<file path="src/rtl/unsigned_calc_solver_v.sv">
// ---------------------------------------------------------------------------
// unsigned_calc_solver_v
//
// Sequential inverse of the unsigned 7X - 3Y + 6Z calculator. Given an 8-bit
// result code it walks all 4096 unsigned 4-bit operand triples (X, Y, Z), one
// candidate per clock. It reports the first triple whose calculator output,
// wrapped to 8 bits, equals the code.
//
// Candidate order is k = X*256 + Z*16 + Y. Y advances fastest, then Z, then X.
// A running accumulator holds the exact value 7X - 3Y + 6Z for the current
// candidate, so each step only needs one constant add.
//
// Ports
//   i_clk    : sole clock, rising edge
//   i_rst_n  : asynchronous active-low reset
//   i_start  : request a search (sampled only in IDLE)
//   i_abort  : cancel a running search (sampled only in SEARCH)
//   i_fu     : 8-bit target code, captured when start is accepted
//   o_busy   : high while searching
//   o_done   : one-cycle pulse when a search completes
//   o_found  : match found; held until the next accepted start
//   o_au     : X of the match (0 if none)
//   o_bu     : Y of the match (0 if none)
//   o_cu     : Z of the match (0 if none)
// ---------------------------------------------------------------------------
module unsigned_calc_solver_v (
  input  logic       i_clk,
  input  logic       i_rst_n,
  input  logic       i_start,
  input  logic       i_abort,
  input  logic [7:0] i_fu,
  output logic       o_busy,
  output logic       o_done,
  output logic       o_found,
  output logic [3:0] o_au,
  output logic [3:0] o_bu,
  output logic [3:0] o_cu
);

  typedef enum logic [1:0] {
    ST_IDLE   = 2'd0,
    ST_SEARCH = 2'd1,
    ST_DONE   = 2'd2
  } state_t;

  // Accumulator step constants. Each is the change in 7X - 3Y + 6Z when
  // moving to the next candidate in search order.
  localparam logic signed [8:0] STEP_Y = -9'sd3;   // Y+1
  localparam logic signed [8:0] STEP_Z = 9'sd51;   // Z+1, Y 15 -> 0
  localparam logic signed [8:0] STEP_X = -9'sd38;  // X+1, Y,Z 15 -> 0

  state_t            state_r;
  state_t            state_s;
  logic [3:0]        x_r, y_r, z_r;
  logic [3:0]        x_s, y_s, z_s;
  logic signed [8:0] acc_r;
  logic signed [8:0] acc_s;
  logic [7:0]        f_r;
  logic [7:0]        f_s;
  logic              busy_r, done_r, found_r;
  logic              busy_s, done_s, found_s;
  logic [3:0]        au_r, bu_r, cu_r;
  logic [3:0]        au_s, bu_s, cu_s;

  logic              match_s;
  logic              last_s;
  logic              y_max_s;
  logic              z_max_s;

  // Compare only the low 8 bits, reproducing the calculator's output wrap.
  assign match_s = (acc_r[7:0] == f_r);
  assign y_max_s = (y_r == 4'd15);
  assign z_max_s = (z_r == 4'd15);
  assign last_s  = (x_r == 4'd15) && y_max_s && z_max_s;

  // Next-state and next-register computation for the search FSM.
  always_comb begin
    state_s = state_r;
    x_s     = x_r;
    y_s     = y_r;
    z_s     = z_r;
    acc_s   = acc_r;
    f_s     = f_r;
    found_s = found_r;
    au_s    = au_r;
    bu_s    = bu_r;
    cu_s    = cu_r;

    case (state_r)
      ST_IDLE: begin
        if (i_start) begin
          f_s     = i_fu;
          x_s     = 4'd0;
          y_s     = 4'd0;
          z_s     = 4'd0;
          acc_s   = 9'sd0;
          found_s = 1'b0;
          au_s    = 4'd0;
          bu_s    = 4'd0;
          cu_s    = 4'd0;
          state_s = ST_SEARCH;
        end else begin
          state_s = ST_IDLE;
        end
      end

      ST_SEARCH: begin
        if (i_abort) begin
          // Outputs keep the values cleared at start; no completion pulse.
          state_s = ST_IDLE;
        end else if (match_s) begin
          found_s = 1'b1;
          au_s    = x_r;
          bu_s    = y_r;
          cu_s    = z_r;
          state_s = ST_DONE;
        end else if (last_s) begin
          found_s = 1'b0;
          state_s = ST_DONE;
        end else if (!y_max_s) begin
          y_s   = y_r + 4'd1;
          acc_s = acc_r + STEP_Y;
        end else if (!z_max_s) begin
          y_s   = 4'd0;
          z_s   = z_r + 4'd1;
          acc_s = acc_r + STEP_Z;
        end else begin
          y_s   = 4'd0;
          z_s   = 4'd0;
          x_s   = x_r + 4'd1;
          acc_s = acc_r + STEP_X;
        end
      end

      ST_DONE: begin
        // Start is deliberately ignored here; the FSM always rests in IDLE
        // for at least one cycle before a new search.
        state_s = ST_IDLE;
      end

      default: begin
        state_s = ST_IDLE;
      end
    endcase

    // Status outputs are registered versions of the state being entered.
    busy_s = (state_s == ST_SEARCH);
    done_s = (state_s == ST_DONE);
  end

  // State, datapath and output registers.
  always_ff @(posedge i_clk or negedge i_rst_n) begin
    if (!i_rst_n) begin
      state_r <= ST_IDLE;
      x_r     <= 4'd0;
      y_r     <= 4'd0;
      z_r     <= 4'd0;
      acc_r   <= 9'sd0;
      f_r     <= 8'd0;
      busy_r  <= 1'b0;
      done_r  <= 1'b0;
      found_r <= 1'b0;
      au_r    <= 4'd0;
      bu_r    <= 4'd0;
      cu_r    <= 4'd0;
    end else begin
      state_r <= state_s;
      x_r     <= x_s;
      y_r     <= y_s;
      z_r     <= z_s;
      acc_r   <= acc_s;
      f_r     <= f_s;
      busy_r  <= busy_s;
      done_r  <= done_s;
      found_r <= found_s;
      au_r    <= au_s;
      bu_r    <= bu_s;
      cu_r    <= cu_s;
    end
  end

  assign o_busy  = busy_r;
  assign o_done  = done_r;
  assign o_found = found_r;
  assign o_au    = au_r;
  assign o_bu    = bu_r;
  assign o_cu    = cu_r;

endmodule
</file>
<file path="config.mk">
export PLATFORM = sky130hd
export DESIGN_NAME = unsigned_calc_solver_v
export DESIGN_NICKNAME = d
export VERILOG_FILES = /design/src/rtl/unsigned_calc_solver_v.sv
export SDC_FILE = /design/constraint.sdc
export NUM_CORES = 1
export LEC_CHECK = 0
export ABC_AREA = 1
export CORE_MARGIN = 4
export CORE_UTILIZATION = 45
export CTS_CLUSTER_DIAMETER = 80
export CTS_CLUSTER_SIZE = 30
export DETAILED_ROUTE_END_ITERATION = 7
export PLACE_DENSITY = 0.66
export SLEW_MARGIN = 20
export SYNTH_ARGS = -nofsm -noshare
export SYNTH_HDL_FRONTEND = slang
export SYNTH_SLANG_ARGS = --single-unit
export TNS_END_PERCENT = 30
</file>
<file path="constraint.sdc">
create_clock -name i_clk -period 2.5 [get_ports i_clk]
set_input_delay 0.625 -clock i_clk [delete_from_list [all_inputs] [get_ports i_clk]]
set_output_delay 0.625 -clock i_clk [all_outputs]
set_load 0.01 [all_outputs]
</file>
# == Word-level counts from Yosys, hierarchy flattened ==
# Index checks and enable logic that the tools add are counted.
# word_totals
regBits,46
wordCells,87
out_inout_bits,15
# op_classes
mux,44
addsub,6
n_reduce_logical,10
eq_ne,15
# ops
operator,count
$mux W4,21
$mux W9,6
$pmux W4 S2,6
$add A9 B7 Y9 const B,2
$pmux W9 S2,1
$ne A2 B2 Y1 const B,7
$add A4 B1 Y4 const B,3
$eq A4 B4 Y1 const B,3
$add A9 B3 Y9 const B,1
$eq A8 B8 Y1,1
$reduce_and A4 Y1,2
$reduce_and A7 Y1,1
$mux W2,3
$reduce_and A6 Y1,1
$mux W1,5
$reduce_and A5 Y1,1
$eq A2 B1 Y1 const B,2
$pmux W2 S2,1
$ne A3 B3 Y1 const B,1
$eq A2 B2 Y1 const B,1
$logic_and A1 B1 Y1,2
$logic_not A2 Y1,1
$pmux W1 S2,1
$reduce_and A2 Y1,1
$reduce_bool A2 Y1,1

# == Logic depth before layout (Yosys ltp) ==
# Gate-level depths: netlist of the first run.
# logic_depth
ltp_word,8
mapped_depth,13
ltp_nobuf,12

# == Least setup slack after synthesis of the first run ==
# No wires, ideal clock.
# synth_timing
path_type,flip-flop to flip-flop
from,register acc_r[2]
to,register y_r[0]
path_buffers,2
synth_period_minus_slack_ps,1575
stages_incl_launch_ff,13
arrival_ps,1459
required_time_ps,2383
setup_slack_ps,925
cell_sequence,dfrtp_1 > buf_4 > xnor2_1 > nand2_1 > nor2_1 > nand2_2 > nand2_2 > nand2_4 > nand2_2 > buf_6 > inv_2 > nor2_1 > nor2_1
# synth_between
elab_chain_cells,3
# synth_rtl
item,line,rtl
"start, declared",56,logic signed [8:0] acc_r;
"start signal, assigned",171,acc_r <= acc_s;
$eq A8 B8 Y1,71,assign match_s = (acc_r[7:0] == f_r);
$ne A2 B2 Y1 (no source line),n/a,
$reduce_and A5 Y1 (no source line),n/a,
"end signal, assigned",169,y_r <= y_s;
"end, declared",54,"logic [3:0] x_r, y_r, z_r;"
# No other way between the ends.
# A chain may end at the register's enable or synchronous reset.

# == Final worst setup path of the first run ==
# layout_timing
from,input i_abort
to,"register cu_r[3], in the netlist o_cu[3]"
# layout_between
elab_chain_cells,2
# layout_rtl
item,line,rtl
"start, declared",30,"input logic i_abort,"
$ne A2 B2 Y1 (no source line),n/a,
$reduce_and A4 Y1 (no source line),n/a,
"end signal, assigned",178,cu_r <= cu_s;
"end, declared",62,"logic [3:0] au_r, bu_r, cu_r;"
# No other way between the ends.

==> results.ini, run 1 <==
[critical_path]
cp-end-kind=flip-flop
start_kind=input pin
slowest_delay_ps=530
worstSetupPathType=input pin to flip-flop
worstPathMaxFanout=24
arrival_ps=2240
path_cells=clkdlybuf4s50_1, nand2_1, o21ai_1, nor2_4, a21boi_4, nand3_1, o21ai_1
cp_data_required_time_ps=2720
path_buf_inv=1
crit_slowest_cell=a21boi_4
crit_family=compound AO/OA/AOI/OAI gates
cp_common_cell=o21ai_1

[timing]
slew_violations=0
fin_crit_ps=2020
fmax_mhz=495
rsz0062_at_grt=false
clock_skew_ps=4.87
tns_ps=0
min_period_over_period_pct=80.8
hold_ws_ps=395
final-setup-viol-count=0
worstMarginPinSlew_ps=565
slew-limit-headroom_pct=62.4
hold_viol_final=0

[routing]
drc=0
dr.pass1.iters=4
wirelength_um=5210
vias=2179
wire_per_inst_um=12.2
drt_iter0_drc=56
vias_per_cell=5.13
ant_nets=0

[pwr]
seq_power_share_pct=39.5
internal_power_w=0.00189
swShare_pct=38.3
pwr-share-clk_pct=21.2
power_density_mw_per_mm2=1020
p_leak_nw=1.40
peakVddDrop_uv=453
power_switching_w=0.00117
total_power_w=0.00307
combPwrFrac_pct=39.3

[synthesis]
ys_seq_elements=45
synthTopCellsByCount=nand2_1, dfrtp_1, nand3_1, inv_1, o21ai_0
syn-num-nets=347
synth_top_cell_by_area=dfrtp_1
synth_edf_count=0
ys_seq_area_share_pct=43.6
synth_most_common_cell=nand2_1
syn-mean-instance-area_um2=7.89
ys.flop_type=dfrtp_1
ys_types=29
synthTopCellsByArea=dfrtp_1, nand2_1, nand3_1
postSynth.asyncResetShare_pct=100
syn_inst=327
yosys_warnings=0
yosysTopAreaCellShare_pct=43.6
syn_area_mm2=0.00258

[cts]
cts_tree=done
clkSinkCount=45
ctsResizeCount=0
clk_pin_slew_ps=90
cts_buffers=5
post_cts.repair.setup_buffers=0
htreeDepth=2
cts_hold_buf=0
clk-insertion-delay-late_ps=290
cts-root-buf=clkbuf_8
clock_path_buffers=2

[min_path]
min_path_type=input pin to asynchronous set/reset pin

[die]
die_area_mm2=0.00701
initial_utilization_pct=46.6
die_x_um=83.7
io_pins=27
design.core.area_mm2=0.00554
die_y_um=83.7
rows=27

[global_routing]
grt_overflow=0
grt_max_degree=46
grt_pass1_wl_um=9250
grtUsageTotal_pct=16.0
grt_pass1_vias=2082
antenna_found_initial=0

[place]
dpl.hpwl_um=3690
dp.cells=417
io_buffers=26
routabilityCongestion=0.886

[cells_and_area]
n_fill_cell=538
layout-drive-gt1-share_pct=9.07
final_util_pct=54.4
diodes=0
finalNonFillerCells=425
syn2layout_area_growth_pct=16.8
layout.nets=372

[outcome]
status=finished, final reports clean

[job]
maxCapViolCount=0

[flip-flops by register name, indices dropped and copies added, names as in the netlist]
register,cells
o_busy,1
o_au,4
y_r,4
x_r,4
f_r,8
o_done,1
acc_r,8
o_found,1
o_bu,4
state_r,2
o_cu,4
z_r,4
[power groups by stage]
stage	logic (W)	clock network, W	registers, W
4_1_cts	0.00122	0.000674	0.00121
3_5_place_dp	0.00121	0	0.00123
5_1_grt	0.00140	0.000699	0.00126
6_report	0.00121	0.000649	0.00121
2_1_floorplan	0.000927	0	0.00117
3_3_place_gp	0.00117	0	0.00122
[metrics by stage]
stage          instance area [µm²]  setup WS (ps)
6_report                      3010            481
5_1_grt                       3010            278
4_1_cts                       3010            462
3_5_place_dp                  2880            150
3_3_place_gp                  2880            263
2_1_floorplan                 2580            925
[cell type report]
cell class                      instances  area [µm²]  share of cell area, %
Tap cell                               72        90.1                   2.99
Inverter                               38         143                   4.73
Multi-Input combinational cell        233        1240                   41.3
Timing Repair Buffer                   29         278                   9.22
Clock inverter                          3        65.1                   2.16
Clock buffer                            5        68.8                   2.28
Sequential cell                        45        1130                   37.4
[layer usage]
| metal | global-route usage (%) | part of all wire [%] | vias up | routed length [µm] |
|---|---|---|---|---|
| met4 | 4.68 | 1.0 | 0 | 54 |
| met5 | 0 | 0 | - | 0 |
| met1 | 20.2 | 47 | 1009 | 2450 |
| met3 | 3.36 | 4.4 | 4 | 231 |
| met2 | 27.4 | 47 | 44 | 2470 |
| li1 | - | - | 1122 | - |
[worst register-to-register path, cell delays in order, from the launching register on]
cell and delay (ps):
dfrtp_1 490, inv_1 170, nand2_1 70, nand2_1 50
nand2_1 60, nor2_1 220, nand2_2 120, nand2_2 100
nand2_4 90, nand2_2 310, inv_2 80, nor2_1 100
nor2_1 50
[logic make-up (layout without fill, tap and decap cells)]
group                      Yosys count  after routing  share of synthesized area (%)
muxes                                5              5                           2.18
adders and majority gates            8              8                           3.88
DFF                                 45             45                           43.6
AOI/OAI and AO/OA                   55             55                           11.5
buffers and inverters               49             75                           8.24
and+or+nand+nor                    155            155                           27.1
xor gates and xnor gates            10             10                           3.39
[placed cells by master (no fill, tap or decap), types with 2 or more instances in the layout]
cell | Yosys | routed
xnor2_1 | 7 | 7
inv_1 | 35 | 35
nand4_1 | 7 | 7
mux2_2 | 5 | 5
a21oi_1 | 12 | 12
o21ai_0 | 27 | 27
o21ai_1 | 11 | 11
clkbuf_8 | 0 | 5
nand2_1 | 74 | 74
or2_2 | 3 | 3
nand2_2 | 3 | 3
nor2_4 | 2 | 2
nor2_1 | 23 | 22
inv_2 | 3 | 3
clkdlybuf4s50_1 | 0 | 25
xor2_1 | 3 | 3
ha_1 | 8 | 8
bufinv_16 | 0 | 2
nand3_1 | 39 | 39
buf_4 | 3 | 3
dfrtp_1 | 45 | 45
nand3b_1 | 2 | 2
o211ai_1 | 2 | 2
[path summary, 6_finish.rpt]
check / startpoint / to / slack [ps] / depth (start not counted)
worst min-delay path: i_rst_n / o_cu[0] / 390 / 2
worst max register to register: acc_r[1] / y_r[0] / 490 / 12
max in group asynchronous: i_rst_n / acc_r[0] / 1710 / 2
worst max-delay path: i_abort / o_cu[3] / 480 / 7
min in group i_clk: o_found / o_found / 510 / 2
worst min register to register: o_found / o_found / 510 / 2
No activity file was read; power rests on OpenSTA's default activity.
==> run 2, diff against run 1 <==
==> constraint.sdc (replaced) <==
create_clock -name i_clk -period 1.91 [get_ports i_clk]
set_input_delay 0.4775 -clock i_clk [delete_from_list [all_inputs] [get_ports i_clk]]
set_output_delay 0.4775 -clock i_clk [all_outputs]
set_load 0.01 [all_outputs]
==> results.ini, run 2 (synthesis results as in run 1) <==
[die]
design.core.area_mm2=0.00554
die_y_um=83.7
io_pins=27
rows=27
initial_utilization_pct=46.6
die_area_mm2=0.00701
die_x_um=83.7

[critical_path]
cp-end-kind=flip-flop
worstPathMaxFanout=24
worstSetupPathType=flip-flop to flip-flop
reg2reg_depth=9
start_kind=flip-flop
rr_startpoint=acc_r[2]
crit_family=simple AND/OR/NAND/NOR gates
cp_data_required_time_ps=2130
slowest_delay_ps=450
path_cells=xnor2_1, nand2_1, nor2_1, nand2_2, buf_4, a21boi_4, buf_12, nand3_1, o21ai_1
arrival_ps=1940
r2r_slack_ps=200
crit_slowest_cell=dfrtp_1
path_buf_inv=2
timing.rr.end=o_au[0]

[cts]
cts_hold_buf=0
clock_path_buffers=2
cts_buffers=5
cts-root-buf=clkbuf_8
clk_pin_slew_ps=90
clkSinkCount=45
clk-insertion-delay-late_ps=300
cts_tree=done
htreeDepth=2

[routing]
dr.pass1.iters=4
vias_per_cell=5.00
drt_iter0_drc=92
drc=0
wirelength_um=5490
wire_per_inst_um=12.3
ant_nets=0
vias=2238

[pwr]
power_switching_w=0.00160
internal_power_w=0.00242
swShare_pct=39.7
pwr-share-clk_pct=15.5
p_leak_nw=1.51
total_power_w=0.00402
seq_power_share_pct=37.6
peakVddDrop_uv=522
power_density_mw_per_mm2=1250
combPwrFrac_pct=46.8

[global_routing]
grt_max_degree=29
grt_use_met1_pct=23.3
grt_pass1_wl_um=9850
grtUsageTotal_pct=17.0
grt_overflow=0
grt.met2_usage_pct=28.2
grt_pass1_vias=2097
gr-max-usage-layer=met2
antenna_found_initial=0
grt_use_met3_pct=3.26

[place]
post_dp_cell_area_mm2=0.00307
dp.cells=437
routabilityCongestion=0.897
io_buffers=26
dpl.hpwl_um=4190

[job]
maxCapViolCount=0

[cells_and_area]
diodes=0
final_util_pct=58.0
layout.nets=395
finalNonFillerCells=448
syn2layout_area_growth_pct=24.5
final_area_mm2=0.00321
top_regs=acc_r: 8 flops, f_r: 8 flops
mostFrequentLayoutCells=nand2_1, dfrtp_1, nand3_1, inv_1, o21ai_0
layout_commonest_cell=nand2_1
n_fill_cell=547
layout-drive-gt1-share_pct=16.8

[timing]
hold_viol_final=0
worstMarginPinSlew_ps=453
min_period_over_period_pct=89.7
tns_ps=0
fin_crit_ps=1710
rsz0062_at_grt=true
slew_violations=0
clock_skew_ps=6.06
final-setup-viol-count=0
fmax_mhz=584
slew-limit-headroom_pct=69.8

[outcome]
status=finished, final reports clean

[min_path]
min_path_type=input pin to asynchronous set/reset pin

[run 2: changes by cell type in the layout (fill, tap and decap cells not counted), sizes merged]
cell    delta
buf       +23
bufinv     -2
clkbuf     +1
clkinv     +1
[run 2: stage by stage]
step / hold WS [ps] / setup slack, ps
after global placement: 438 / 63.8
after global routing: 138 / -19.0
after detailed placement: 442 / -1.31
after floorplan: 182 / 335
final: 113 / 197
after CTS: 118 / 110
[run 2: final cells by class]
class / count / area, µm² / share of cell area [%]
multi-input cells: 233 / 1270 / 39.4
flip-flops and latches: 45 / 1130 / 35.1
repair buffers: 52 / 488 / 15.2
inverters: 38 / 143 / 4.44
well taps: 72 / 90.1 / 2.80
clock buffers: 6 / 82.6 / 2.57
clock inverters: 2 / 13.8 / 0.429
[run 2: repair_timing]
item | CTS | global route
setup endpoints to repair | 0 | 29
gates resized for setup | 0 | 10
setup buffers | 0 | 3
[run 2: how the worst max path moves through the flow]
stage | cells after the start | start | end | slack (ps)
after floorplan | 12 | acc_r[2] | y_r[0] | 330
after global placement | 8 | i_abort | o_cu[0] | 60
after detailed placement | 8 | i_abort | o_cu[2] | -1
after CTS | 8 | y_r[1] | acc_r[4] | 110
after global routing | 11 | y_r[1] | acc_r[7] | -20
final | 9 | acc_r[2] | o_au[0] | 200
[run 2: power by group through the flow]
| stage | logic [W] | registers [W] | clock network, W |
|---|---|---|---|
| floorplan | 0.00121 | 0.00153 | 0 |
| global placement | 0.00182 | 0.00152 | 0 |
| detailed placement | 0.00185 | 0.00153 | 0 |
| CTS | 0.00187 | 0.00151 | 0.000647 |
| global route | 0.00216 | 0.00156 | 0.000690 |
| finish | 0.00188 | 0.00151 | 0.000625 |
[run 2: worst register-to-register path, stage by stage (launching register included)]
cell	delay, ps
dfrtp_1	450
xnor2_1	170
nand2_1	60
nor2_1	230
nand2_2	100
buf_4	150
a21boi_4	140
buf_12	170
nand3_1	80
o21ai_1	90
[run 2: metal layers]
layer,up-vias,part of all wire (%)
met3,6,3.6
met4,0,0.89
met1,1036,48
li1,1161,-
met5,-,0
met2,35,47
==> patch (flow settings as in run 2) <==
Put one more register stage on the output `o_au`, without a reset. The value now appears one clock later. The other outputs are not delayed to match.
--- a/src/rtl/unsigned_calc_solver_v.sv
+++ b/src/rtl/unsigned_calc_solver_v.sv
@@ -182,7 +182,9 @@
   assign o_busy  = busy_r;
   assign o_done  = done_r;
   assign o_found = found_r;
-  assign o_au    = au_r;
+  always_ff @(posedge i_clk) begin
+    o_au <= au_r;
+  end
   assign o_bu    = bu_r;
   assign o_cu    = cu_r;
 
Formal check against the unedited RTL: no difference found for any inputs over 10 cycles, from zero or initial values and one cycle with i_rst_n low; that may be too few to reach the edited logic, so the function may still have changed.
==> patch against run 2 <==
Power shrank 14%. Sequential cell count grew 4. Count of clock-buffer cells in the layout shrank 1. Routed wire length grew 3.0%. Worst setup slack lost 0.0048 ns. Die area grew 5.7%. Final area shrank 0.86%. Synthesized area grew 6.3%.
==> patch: results (changes against run 2) <==
DRT Pass-1 Iters 4 (unchanged); DRT iter0 DRCs 158 (was 92); routability cong. 0.828 (was 0.897); clk_lat worst skew 0.30 ns (about the same); placed insts 437 (unchanged); Leak 1.47 nW (was 1.51 nW); Worst Skew 0.00768 ns (was 0.00606 ns); post-synthesis sequential area ratio 44.0% (was 43.6%); Post-CTS Setup Inserts 0 (unchanged); initial antenna violation count 0 (unchanged); CP Data Arrival Time 1.94 ns (about the same); Unique masters post-synth 34 (was 29); total CTS buffers 5 (unchanged); Port Buffer Count 26 (unchanged); Clock transition at path regs 0.10 ns; outcome finished, final reports clean (unchanged); Ant. Diodes 0 (unchanged); first-pass GRT wire length 10.0 mm (was 9.85 mm); synth top area cells dfrtp_1 41%, nand2_1 14%, o21ai_0 4.4%, nor2_1 3.8%, ha_1 3.6% (was dfrtp_1 44%, nand2_1 11%, nand3_1 7.6%, o21ai_0 5.2%, inv_1 5.1%); Mapped Nets 356 (was 347); CP Max Fanout 13 (was 24); top flop regs acc_r (8), f_r (8) (unchanged); Synth top cells by count 105 x nand2_1, 45 x dfrtp_1, 28 x nor2_1 (was 74 x nand2_1, 45 x dfrtp_1, 39 x nand3_1); Primary FF master, synth dfrtp_1 (unchanged); worst-margin pin slew 0.344 ns (was 0.453 ns); pre-CTS setup slack 0.0762 ns (was -0.00131 ns); Final Non-Filler Cells 445 (was 448); DP Wirelength 4.07 mm (was 4.19 mm); root buffer selected by CTS clkbuf_8 (unchanged); yosys warns 0 (unchanged); largest net degree at the start of global routing 46 (was 29); vias 2211 (was 2238); nets 389 (was 395); Async SR Flop Fraction 91.8% (was 100%); number of global-route vias before repair 2113 (was 2097); Wirelength per Cell 12.7 um (was 12.3 um); layout cells sized above 1 13.0% (was 16.8%); mean post-synth cell area 8.16 um^2 (was 7.89 um^2); H-tree depth 2 (unchanged); Hold WC Path Type in -> async (unchanged); VDD IR max 473 uV (was 522 uV); FILL cells 533 (was 547); GR Util All Layers 16.9% (was 17.0%); Bufs on Longest Clock Path 2 (unchanged)
## patch: cell count changes after synthesis, sizes merged, moves of 3 or more
cell / run 2 / this run
a21oi: 12 / 6
buf: 8 / 12
clkbuf: 3 / 0
dfxtp: 0 / 4
inv: 38 / 29
nand2: 78 / 108
nand3: 40 / 22
nor2: 25 / 29
o21ai: 38 / 35
## patch: what timing repair did
action	in CTS	in global routing
gates resized for setup	0	6
endpoints found under the setup margin	0	12
endpoints found under the hold margin	0	0
## patch: area by class of cell
| cell class | instances | share of cell area, % |
|---|---|---|
| Clock buffer | 5 | 2.16 |
| Tap cell | 75 | 2.95 |
| Inverter | 30 | 3.89 |
| Timing Repair Buffer | 38 | 11.2 |
| Sequential cell | 49 | 37.9 |
| Multi-Input combinational cell | 245 | 41.2 |
| Clock inverter | 3 | 0.668 |
## patch: power by group
group | total [mW] | switching, mW | internal, mW
Combinational | 1.33 | 0.740 | 0.594
Sequential | 1.50 | 0.252 | 1.24
Clock | 0.618 | 0.357 | 0.261
## patch: path summary, 6_finish.rpt
check	startpoint	endpoint	cells past startpoint	slack, ns
setup / recovery	z_r[1]	acc_r[3]	8	0.19
hold / removal	i_rst_n	o_cu[0]	2	0.14
setup reg to reg	z_r[1]	acc_r[3]	8	0.19
hold reg to reg	au_r[2]	o_au[2]	0	0.38
max in group asynchronous	i_rst_n	acc_r[7]	2	1.54
min in group i_clk	au_r[2]	o_au[2]	0	0.38
## patch: cells by family (layout without fill, tap and decap cells)
family                     Yosys count  count (layout)  share of synthesized area (%)
adders and majority gates            8               8                           3.65
xor gates and xnor gates            11              11                           3.51
muxes                                5               5                           2.05
DFF                                 49              49                           44.0
buffers and inverters               42              76                           8.39
and+or+nand+nor                    173             173                           28.6
AOI/OAI and AO/OA                   48              48                           9.76
## patch: layer usage
metal / track usage [%] / vias to the layer above / share of wire [%]
met3: 3.17 / 4 / 3.6
met5: 0 / - / 0
met2: 27.8 / 42 / 48
li1: - / 1150 / -
met1: 23.2 / 1015 / 47
met4: 3.31 / 0 / 0.92
## patch: per-stage QoR
stage / power, mW / hold WS (ns) / utilization [%] / instance area, um^2
after floorplan: 2.50 / 0.182 / - / 2740
after global routing: 3.78 / 0.155 / 53.8 / 3180
after global placement: 2.82 / 0.354 / 52.1 / 3090
after detailed placement: 2.84 / 0.362 / 52.1 / 3090
final: 3.45 / 0.142 / 53.8 / 3180
after CTS: 3.48 / 0.151 / 53.6 / 3180
## patch: worst max-delay path: stages, from the launching register on
cell and delay (ns):
dfrtp_1 0.41, ha_2 0.25, nand3_4 0.20, nor2_4 0.17, nand4_2 0.12, nand3_4 0.14, buf_4 0.19, nand2_1 0.06
o21ai_1 0.09
